==> src/rtl/ttc_pkg.sv <==
// Shared definitions for the TTC command link (transmitter and receiver).
// Frame geometry, default frame patterns and the frame type encoding.
package ttc_pkg;

  localparam int FRAME_BITS = 16;
  localparam int BIT_CNT_W  = $clog2(FRAME_BITS);
  localparam logic [BIT_CNT_W-1:0] BIT_CNT_LAST = BIT_CNT_W'(FRAME_BITS - 1);

  localparam logic [FRAME_BITS-1:0] DEFAULT_SYNC_WORD = 16'h817E;
  localparam logic [FRAME_BITS-1:0] DEFAULT_NOOP_WORD = 16'h6969;

  typedef enum logic [1:0] {
    FT_NOOP = 2'd0,
    FT_SYNC = 2'd1,
    FT_DATA = 2'd2
  } frame_type_e;

endpackage

==> src/rtl/ttc_tx_piso.sv <==
// Frame serialiser: loads one 16-bit word every 16 cycles and shifts it out MSB first.
// The load strobe is exported so the parent can pick the word for the next frame.
module ttc_tx_piso
  import ttc_pkg::*;
(
  input  logic                  clk,
  input  logic                  rst,
  input  logic [FRAME_BITS-1:0] load_word,
  output logic                  load,
  output logic                  dataout,
  output logic                  frame_start
);

  logic [FRAME_BITS-1:0] shift_reg;
  logic [BIT_CNT_W-1:0]  bit_cnt;

  // Reset parks the counter on the last bit so the first edge out of reset loads a frame.
  assign load    = (bit_cnt == BIT_CNT_LAST);
  assign dataout = shift_reg[FRAME_BITS-1];

  // NOTE: sequential state uses non-blocking assignments so every flop samples pre-edge values.
  always_ff @(posedge clk) begin
    if (rst) begin
      shift_reg   <= '0;
      bit_cnt     <= BIT_CNT_LAST;
      frame_start <= 1'b0;
    end else if (load) begin
      shift_reg   <= load_word;
      bit_cnt     <= '0;
      frame_start <= 1'b1;
    end else begin
      shift_reg   <= {shift_reg[FRAME_BITS-2:0], 1'b0};
      bit_cnt     <= bit_cnt + 1'b1;
      frame_start <= 1'b0;
    end
  end

endmodule

==> src/rtl/ttc_tx.sv <==
// TTC command link transmitter: single-entry hold register, frame selection
// (SYNC / DATA / NOOP), periodic sync insertion and a launched-data counter.
module ttc_tx
  import ttc_pkg::*;
#(
  parameter int unsigned           SYNC_INTERVAL = 32,
  parameter logic [FRAME_BITS-1:0] SYNC_WORD     = DEFAULT_SYNC_WORD,
  parameter logic [FRAME_BITS-1:0] NOOP_WORD     = DEFAULT_NOOP_WORD
) (
  input  logic                  clk,
  input  logic                  rst,
  input  logic [FRAME_BITS-1:0] data_in,
  input  logic                  data_in_valid,
  output logic                  data_in_ready,
  output logic                  dataout,
  output logic                  frame_start,
  output logic [1:0]            frame_type,
  output logic [15:0]           data_sent_cnt
);

  localparam int SYNC_W = $clog2(SYNC_INTERVAL);
  localparam logic [SYNC_W-1:0] SYNC_LAST = SYNC_W'(SYNC_INTERVAL - 1);

  logic [FRAME_BITS-1:0] hold_word;
  logic                  hold_valid;
  logic                  hold_valid_nx;
  logic [SYNC_W-1:0]     sync_cnt;
  frame_type_e           frame_type_q;
  frame_type_e           sel_type;
  logic [FRAME_BITS-1:0] load_word;
  logic                  load;
  logic                  sync_due;
  logic                  xfer;
  logic                  consume;

  ttc_tx_piso u_piso (
    .clk         (clk),
    .rst         (rst),
    .load_word   (load_word),
    .load        (load),
    .dataout     (dataout),
    .frame_start (frame_start)
  );

  // NOTE: every always_comb output gets a default first so no path leaves it unassigned (no latch).
  always_comb begin
    load_word     = NOOP_WORD;
    sel_type      = FT_NOOP;
    sync_due      = (sync_cnt == SYNC_LAST);
    xfer          = data_in_valid && data_in_ready;
    consume       = load && !sync_due && hold_valid;
    hold_valid_nx = hold_valid;
    if (sync_due) begin
      load_word = SYNC_WORD;
      sel_type  = FT_SYNC;
    end else if (hold_valid) begin
      load_word = hold_word;
      sel_type  = FT_DATA;
    end
    // Ready is only high while the hold is empty, so consume and xfer never coincide.
    if (consume) hold_valid_nx = 1'b0;
    if (xfer)    hold_valid_nx = 1'b1;
  end

  always_ff @(posedge clk) begin
    if (rst) begin
      hold_word     <= '0;
      hold_valid    <= 1'b0;
      data_in_ready <= 1'b0;
      sync_cnt      <= SYNC_LAST;
      frame_type_q  <= FT_NOOP;
      data_sent_cnt <= '0;
    end else begin
      hold_valid    <= hold_valid_nx;
      // Registered from the next hold state so a full hold never sees ready high.
      data_in_ready <= !hold_valid_nx;
      if (xfer) hold_word <= data_in;
      if (load) begin
        frame_type_q <= sel_type;
        sync_cnt     <= sync_due ? '0 : sync_cnt + 1'b1;
        if (consume) data_sent_cnt <= data_sent_cnt + 16'd1;
      end
    end
  end

  assign frame_type = frame_type_q;

endmodule

==> config.mk <==
export PLATFORM = sky130hd
export DESIGN_NAME = ttc_tx
export DESIGN_NICKNAME = d
export VERILOG_FILES = /design/src/rtl/ttc_pkg.sv /design/src/rtl/ttc_tx_piso.sv /design/src/rtl/ttc_tx.sv
export SDC_FILE = /design/constraint.sdc
export NUM_CORES = 1
export LEC_CHECK = 0
export BUFFER_PORTS_ARGS = -buffer_cell sky130_fd_sc_hd__buf_2
export CORE_ASPECT_RATIO = 0.6
export CORE_MARGIN = 1.5
export CORE_UTILIZATION = 40
export CTS_CLUSTER_DIAMETER = 40
export DETAILED_ROUTE_END_ITERATION = 10
export GPL_ROUTABILITY_DRIVEN = 0
export GPL_TIMING_DRIVEN = 0
export PLACE_DENSITY = 0.57
export SETUP_SLACK_MARGIN = 0.15
export SLEW_MARGIN = 0
export SYNTH_ARGS = -nofsm -noshare
export SYNTH_HDL_FRONTEND = slang
export SYNTH_HIERARCHICAL = 1
export SYNTH_SLANG_ARGS = --single-unit
==> constraint.sdc <==
create_clock -name clk -period 4.1 [get_ports clk]
set_clock_uncertainty 0.1 [all_clocks]
set_input_delay 0.205 -clock clk [delete_from_list [all_inputs] [get_ports clk]]
set_output_delay 0.205 -clock clk [all_outputs]
set_load 0.02 [all_outputs]
==> results of run 1 <==
==> timing repair <==
action | 4_1_cts | 5_1_grt
hold buffers | 7 | 2
endpoints found under the hold margin | 7 | 2
endpoints found under the setup margin | 0 | 0
==> stage by stage <==
stage	total power, mW	instances
after floorplan	1.002	303
after global placement	1.094	425
after detailed placement	1.098	425
after CTS	1.650	448
after global routing	1.744	450
final	1.635	450
==> cell usage in the layout, fill, tap and decap left out, types with 3 or more instances in the layout <==
master	instances
clkbuf_8	11
nor2b_1	6
nand4_1	5
and3_1	4
o21ai_0	6
nand2_1	71
dfxtp_1	62
a21o_1	4
ha_1	4
or3_1	3
nand2b_1	7
clkinv_2	4
buf_2	45
clkbuf_1	7
inv_1	8
nand3_1	4
and2_1	5
nor2_1	16
xnor2_1	5
dlygate4sd3_1	9
a21oi_2	8
a21oi_1	39
xor2_1	5
==> cell type report <==
cell class | count | area share, %
sequential | 62 | 39.04
multi-input combinational | 214 | 38.45
timing repair buffer | 47 | 8.815
clock buffer | 12 | 4.880
tap | 84 | 3.306
buffer | 18 | 2.991
clock inverter | 4 | 1.417
inverter | 9 | 1.102
==> worst max-delay path by stage <==
| stage | start | to | slack (ps) | depth (start not counted) |
|---|---|---|---|---|
| after floorplan | u_piso/bit_cnt[0]$_SDFF_PP1_ | data_sent_cnt[15]$_SDFFE_PP0P_ | 1900 | 9 |
| after global placement | u_piso/bit_cnt[0]$_SDFF_PP1_ | data_sent_cnt[15]$_SDFFE_PP0P_ | 1570 | 9 |
| after detailed placement | u_piso/bit_cnt[0]$_SDFF_PP1_ | data_sent_cnt[15]$_SDFFE_PP0P_ | 1570 | 9 |
| after CTS | u_piso/bit_cnt[0]$_SDFF_PP1_ | data_sent_cnt[15]$_SDFFE_PP0P_ | 1540 | 9 |
| after global routing | u_piso/bit_cnt[0]$_SDFF_PP1_ | data_sent_cnt[15]$_SDFFE_PP0P_ | 1350 | 9 |
| final | u_piso/bit_cnt[0]$_SDFF_PP1_ | data_sent_cnt[15]$_SDFFE_PP0P_ | 1560 | 9 |
==> logic make-up (layout without fill, tap and decap cells) <==
| kind of cell | count (synthesis) | count (layout) |
|---|---|---|
| muxes | 4 | 4 |
| AOI/OAI and AO/OA | 63 | 63 |
| adders and majority gates | 4 | 4 |
| DFF | 62 | 62 |
| buffers and inverters | 27 | 90 |
| and+or+nand+nor | 133 | 133 |
| xor gates and xnor gates | 10 | 10 |
==> power by group <==
group / total (mW) / switching [mW] / internal, mW
combinational: 0.375 / 0.220 / 0.155
clock: 0.546 / 0.235 / 0.311
sequential: 0.713 / 0.0391 / 0.674
==> layer usage <==
layer | part of all wire [%] | up-vias
met5 | 0 | -
met4 | 1.0 | 0
met1 | 56 | 988
met3 | 5.9 | 6
li1 | - | 1132
met2 | 37 | 49
==> worst max-delay path, cell delays in order (launching register included) <==
cell      delay (ps)
dfxtp_1          380
ha_1             270
nand3_4          150
clkinv_2         160
buf_8            150
buf_2            240
nand4_4          150
nor3_4           270
nor3b_2          230
mux2_1           330
==> qor.txt, run 1 <==
FF/Latch Area: 1241 µm²
Syn Std Cell Area: 2594 µm²
Simple-gate portion of the synthesized area: 25.90%
Critical Path Sink Type: register
Peak Freq: 394.3 MHz
Worst R2R Path Depth: 9
# Max-Cap Violations: 0
Starting DRT DRC Count: 90
Mux cell area share after synthesis: 1.640%
Initial antenna violation count: 0
WHS: 20.95 ps
Synth area leader: dfxtp_1
Core region area: 6193 µm²
Design area: 3179 µm²
Crit share post-route: 61.85%
Worst EP required: 4220 ps
IO Count: 40
Starting Density: 41.88%
Area growth syn-to-layout: 22.58%
Final Setup Violations: 0
Mean area per synthesized cell: 8.560 µm²
Crit Reg-Reg Startpoint: u_piso/bit_cnt[0]$_SDFF_PP1_
Met1 Resource Use GR: 26.00%
Die Footprint: 6992 µm²
Hold_sp: data_in[1]
Distinct cells, synth: 40
Count leader, synth: nand2_1
CTS buffer count: 9
GR peak layer: met1
Max VDD drop: 0.2012 mV
Tmin final: 2536 ps
Drt total wl: 5.698 mm
CTS sink count: 62
Hold Crit Depth: 3
Nets: 384
Worst R2R End: data_sent_cnt[15]$_SDFFE_PP0P_
Vias per cell: 4.833
Cell area power density: 514.3 nW/µm²
Worst-Margin Slew: 578.3 ps
Total of fill cells in the finished design: 608
Area of the multi-input gates: 1222 µm²
Setup ws final: 1564 ps
Post-synthesis sequential area ratio: 47.85%
Worst Hold Endpoint: hold_word[1]$_SDFFE_PP0P_
Total gr overflow: 0
CTS clk-pin slew, worst paths: 70 ps
CTS tree: done
Area contributors post-synth: dfxtp_1 48%, nand2_1 10%, a21oi_1 7.5%
Crit Path Category: register to register
Slew margin rel.: 61.45%
Clk root buf: clkbuf_8
First-pass DRT Iterations: 4
Post-synth EDFFs: 0
Post-Syn Nets: 326
Seq cells post-synth: 62
Share of the synthesized area in the top cell type: 47.85%
Wire per inst: 12.66 µm
First-pass GRT wire length: 9.584 mm
Top cells by count, synth: 71 x nand2_1, 62 x dfxtp_1, 39 x a21oi_1
Share of cells above drive strength 1: 21.86%
Insertion delay to the later sink of the worst-skew pair: 340 ps
H-tree depth: 3
Hold Crit Class: input port to register
YS warnings: 6
Via count: 2,175
Unrepaired setup endpoints after global routing: no
Cells after Synth: 303
Placed instance area: 2889 µm²
Vias in the first global route: 2,030
Met3 Track Usage GR: 6.647%
Final Hold Fails: 0
Leak pwr: 1.319 nW
Post-Synth Adder-Cell Area: 1.930%
DRT antenna net count: 0
IO Port Bufs: 38
Final Max Slew Viols: 0
Main combinational cell family by area after synthesis: simple AND/OR/NAND/NOR gates
DIE WIDTH: 107.0 µm
Compound-cell area share of the yosys netlist: 14.28%
Reg2Reg Setup Slack: 1560 ps
Post-CTS repair timing setup buffer count: 0
# diodes: 0
CTS max path bufs: 2
Finished Core Util: 51.33%
Chip Height: 65.38 µm
Synth Area in XOR/XNOR: 3.377%
GRT Total Usage: 18.34%
CP arrival: 2660 ps
Setup TNS Final: 0 ps
Remaining DRCs: 0
Status: finished clean
Largest net degree at the start of global routing: 12
Crit start category: register
DP Wirelength: 4.042 mm
Routing usage on met2: 24.76%
Asr flop ratio synth: 0%
Most used flip-flop cell after synthesis: dfxtp_1
Crit-path max FO: 11
Rows: 22
Dpl ws: 1570 ps
CTS resizes: 0
Note: power is estimated with default switching activity, not from simulation.
==> run 2, diff against run 1 <==
Settings changed: ABC_AREA from default to 1, PLACE_DENSITY 0.57 to 0.56.
Clock period 4.1 ns to 2.7 ns, I/O delays scaled along.
==> qor.txt, run 2 <==
First-pass GRT wire length: 10.67 mm
DIE WIDTH: 109.3 µm
Top cells by count, synth: 100 x nor2_1, 85 x nand2_1, 62 x dfxtp_1
H-tree depth: 3
Leak pwr: 1.583 nW
Starting DRT DRC Count: 153
Worst-Margin Slew: 406.3 ps
FF/Latch Area: 1241 µm²
CTS clk-pin slew, worst paths: 50 ps
Count leader, synth: nor2_1
Peak Freq: 489.7 MHz
Crit Path Category: register to register
Crit share post-route: 75.63%
First-pass DRT Iterations: 4
CTS tree: done
Hold Crit Class: input port to register
Initial antenna violation count: 0
IO Count: 40
Area contributors post-synth: dfxtp_1 46%, nor2_1 14%, nand2_1 12%
YS warnings: 6
DRT antenna net count: 0
Rows: 23
Total gr overflow: 0
Share of cells above drive strength 1: 17.52%
Syn Std Cell Area: 2714 µm²
Final Setup Violations: 0
Wire per inst: 11.84 µm
CP arrival: 2160 ps
Post-Syn Nets: 408
Unrepaired setup endpoints after global routing: no
Status: finished clean
Design area: 3411 µm²
DP Wirelength: 4.539 mm
Area growth syn-to-layout: 25.68%
Via count: 2,441
Nets: 474
Post-synth EDFFs: 0
Placed instance area: 3018 µm²
Vias per cell: 4.537
Clk root buf: clkbuf_16
Asr flop ratio synth: 0%
CTS resizes: 0
Crit start category: register
CTS buffer count: 9
Max VDD drop: 0.3798 mV
CTS sink count: 62
Slew margin rel.: 72.91%
CTS Hold Bufs: 16
Post-synthesis sequential area ratio: 45.74%
Distinct cells, synth: 28
Mean area per synthesized cell: 7.049 µm²
Crit-path max FO: 10
Tmin final: 2042 ps
Final Max Slew Viols: 0
Share of the synthesized area in the top cell type: 45.74%
# Max-Cap Violations: 0
Worst EP required: 2820 ps
Insertion delay to the later sink of the worst-skew pair: 320 ps
Post-CTS repair timing setup buffer count: 0
# diodes: 0
Starting Density: 41.00%
Seq cells post-synth: 62
Critical Path Sink Type: register
Chip Height: 66.80 µm
Most used flip-flop cell after synthesis: dfxtp_1
Synth area leader: dfxtp_1
Drt total wl: 6.368 mm
Most frequent cells in the layout: 100 x nor2_1, 85 x nand2_1, 62 x dfxtp_1, 44 x buf_2, 36 x inv_1
CTS max path bufs: 2
Core region area: 6619 µm²
Setup TNS Final: 0 ps
Largest net degree at the start of global routing: 11
Vias in the first global route: 2,125
IO Port Bufs: 39
Area of the multi-input gates: 1234 µm²
Final Hold Fails: 0
GRT Total Usage: 20.19%
Total of fill cells in the finished design: 683
Cells after Synth: 385
Remaining DRCs: 0
Cell area power density: 779.0 nW/µm²
Most common cell after layout, fill and taps aside: nor2_1
Die Footprint: 7304 µm²
==> run 2: cell type report <==
cell class | count | area share [%]
Sequential cell | 62 | 36.39
Tap cell | 87 | 3.191
Multi-Input combinational cell | 270 | 36.17
Inverter | 40 | 4.475
Buffer | 13 | 2.531
Timing Repair Buffer | 55 | 10.42
Clock buffer | 11 | 6.823
==> run 2: routing by layer <==
layer / GRT usage [%] / share of wire [%] / vias to the layer above / wire, µm
li1: - / - / 1323 / -
met1: 30.38 / 57 / 1067 / 3610
met2: 25.39 / 36 / 44 / 2292
met3: 8.611 / 6.4 / 7 / 406
met4: 4.870 / 0.91 / 0 / 58
met5: 0 / 0 / - / 0
==> run 2: logic make-up after synthesis <==
family          after synthesis  synth area share (%)
flops                        62                 45.74
simple gates                223                 35.55
compound gates               42                 7.745
fa+ha+maj                     4                 1.844
xor+xnor                      1                0.3228
buf+inv                      53                 8.806
==> run 2: final timing paths <==
| kind | from | end | slack (ps) | depth (start not counted) |
|---|---|---|---|---|
| setup / recovery | sync_cnt[1]$_SDFFE_PP1P_ | data_sent_cnt[13]$_SDFFE_PP0P_ | 660 | 10 |
| hold reg to reg | sync_cnt[4]$_SDFFE_PP1P_ | sync_cnt[4]$_SDFFE_PP1P_ | 370 | 2 |
| hold / removal | data_in[3] | hold_word[3]$_SDFFE_PP0P_ | 30 | 3 |
| setup reg to reg | sync_cnt[1]$_SDFFE_PP1P_ | data_sent_cnt[13]$_SDFFE_PP0P_ | 660 | 10 |
==> run 2: power breakdown <==
part / switching [mW] / internal (mW) / total [mW] / leakage [nW]
clock: 0.349 / 0.592 / 0.940 / 0.113
combinational: 0.383 / 0.241 / 0.624 / 0.961
sequential: 0.0577 / 1.03 / 1.09 / 0.508
total: 0.789 / 1.87 / 2.66 / 1.58
==> run 2: per-stage QoR <==
stage | total power [mW] | util [%] | hold slack (ps) | std cells | worst slack, ps
global placement | 1.705 | 45.60 | 288.8 | 511 | 642.2
detailed placement | 1.710 | 45.60 | 295.7 | 511 | 651.3
global route | 2.844 | 51.53 | 16.60 | 538 | 449.3
CTS | 2.694 | 51.53 | 2.806 | 538 | 642.0
finish | 2.657 | 51.53 | 33.02 | 538 | 658.0
floorplan | 1.563 | - | 104.5 | 385 | 901.9
==> run 2: critical path: stages, from the launching register on <==
cell	delay [ps]
dfxtp_1	320
ha_1	210
and3_1	200
ha_1	200
buf_4	200
nor2_4	170
nand3_2	120
nor2_2	210
nand3_1	100
nand2_1	70
nor2_1	40
==> run 3, diff against run 2 <==
Clock period 2.7 ns to 2.1 ns, I/O delays scaled along.
==> qor.txt, run 3 (same netlist as run 2, synthesis figures left out) <==
Vias per cell: 4.559
Cell area power density: 1011 nW/µm²
CP arrival: 2000 ps
CTS tree: done
Hold_sp: data_in_valid
Rows: 23
Final Hold Fails: 0
Final Setup Violations: 0
Sw Pwr: 1.060 mW
First-pass GRT wire length: 10.74 mm
Most common cell after layout, fill and taps aside: nor2_1
Crit share post-route: 89.46%
Crit path max-delay family: simple AND/OR/NAND/NOR gates
Unrepaired setup endpoints after global routing: no
Slew margin rel.: 71.21%
GRT Total Usage: 20.36%
CP startpoint: sync_cnt[1]$_SDFFE_PP1P_
Initial antenna violation count: 0
Wire per inst: 12.03 µm
Most frequent cells in the layout: 100 x nor2_1, 85 x nand2_1, 60 x dfxtp_1, 44 x buf_2, 36 x inv_1
Starting DRT DRC Count: 137
Worst path cell trace: ha_2 -> and3_4 -> ha_2 -> buf_8 -> nor2_4 -> nand3_4 -> nor2_4 -> nand3_2 -> nand2_1 -> nor2_1
Crit Reg-Reg Startpoint: sync_cnt[1]$_SDFFE_PP1P_
Total gr overflow: 0
Tmin final: 1879 ps
Worst-Margin Slew: 431.9 ps
Insertion delay to the later sink of the worst-skew pair: 330 ps
Setup TNS Final: 0 ps
Leak pwr: 1.623 nW
Drt total wl: 6.567 mm
Combinational share of power: 26.3%
Die Footprint: 7304 µm²
Slowest stage delay, CP: 330 ps
Switching part of the total power: 29.70%
Clk root buf: clkbuf_16
Core region area: 6619 µm²
CTS buffer count: 9
Buffers & Inverters on Critical Path: 1
Crit Path Category: register to register
IO Count: 40
Remaining DRCs: 0
Final Power: 3.570 mW
Crit-path max FO: 5
CTS max path bufs: 2
Largest net degree at the start of global routing: 11
Hold Crit Class: input port to register
H-tree depth: 3
Worst EP required: 2220 ps
P_int: 2.509 mW
Vias in the first global route: 2,144
Crit-path slowest cell: dfxtp_2
Starting Density: 41.00%
Sequential share of power: 39.6%
Clock Power Share: 34.1%
DP Wirelength: 4.539 mm
Nets: 482
First-pass DRT Iterations: 4
Total of fill cells in the finished design: 686
Crit start category: register
CTS sink count: 62
Max VDD drop: 0.4894 mV
Via count: 2,489
Peak Freq: 532.3 MHz
Chip Height: 66.80 µm
IO Port Bufs: 39
Area growth syn-to-layout: 30.15%
CTS clk-pin slew, worst paths: 50 ps
Share of cells above drive strength 1: 20.48%
Critical Path Sink Type: register
# diodes: 0
Final Max Slew Viols: 0
DRT antenna net count: 0
# Max-Cap Violations: 0
DIE WIDTH: 109.3 µm
Status: finished clean
## run 3: worst register-to-register path: stages, from the launching register on
cell and delay (ps):
dfxtp_2 330, ha_2 190, and3_4 180, ha_2 190, buf_8 130, nor2_4 140, nand3_4 110, nor2_4 210
nand3_2 90, nand2_1 70, nor2_1 40
## run 3: layout make-up
class / instances / area, µm² / area share [%]
Buffer: 13 / 97.59 / 2.763
Clock buffer: 11 / 232.7 / 6.589
Inverter: 40 / 152.6 / 4.322
Multi-Input combinational cell: 270 / 1279 / 36.20
Sequential cell: 62 / 1244 / 35.21
Tap cell: 87 / 108.9 / 3.082
Timing Repair Buffer: 63 / 417.9 / 11.83
## run 3: worst paths after layout
| path | slack (ps) | end | cells after the start |
|---|---|---|---|
| worst max-delay path | 220 | data_sent_cnt[12]$_SDFFE_PP0P_ | 10 |
| worst min-delay path | 220 | data_in_ready$_SDFF_PP0_ | 4 |
| worst max register to register | 220 | data_sent_cnt[12]$_SDFFE_PP0P_ | 10 |
| worst min register to register | 380 | frame_type[1]$_SDFFE_PP0P_ | 2 |
## run 3: metal layers
metal	global-route usage, %	wire (µm)	vias to the layer above
met5	0	0	-
met3	8.611	415	7
met4	4.870	58	0
met1	30.20	3670	1094
met2	26.24	2423	50
li1	-	-	1338
## run 3: power by group through the flow
stage	combinational [mW]	sequential, mW	clock (mW)
2_1_floorplan	0.578	1.43	0
3_3_place_gp	0.769	1.42	0
3_5_place_dp	0.774	1.42	0
4_1_cts	0.830	1.41	1.26
5_1_grt	1.06	1.43	1.32
6_report	0.940	1.41	1.22
## run 3: timing repair
| action | CTS | global route |
|---|---|---|
| buffers inserted | 1 | 6 |
| endpoints found under the hold margin | 18 | 0 |
| gates resized for setup | 5 | 9 |
| hold buffers | 17 | 0 |
| pin swaps | 2 | 5 |
| setup endpoints to repair | 5 | 15 |
## run 3: stage by stage
step                      worst slack (ps)  hold WS, ps  cell area (µm²)  cells  util, %
after floorplan                      301.9        74.51             2714    385        -
after global placement               42.20        258.8             3018    511    45.60
after detailed placement             51.33        265.7             3018    511    45.60
after CTS                            160.6        202.3             3448    540    52.10
after global routing                 140.9        245.3             3532    546    53.36
final                                221.3        219.0             3532    546    53.36
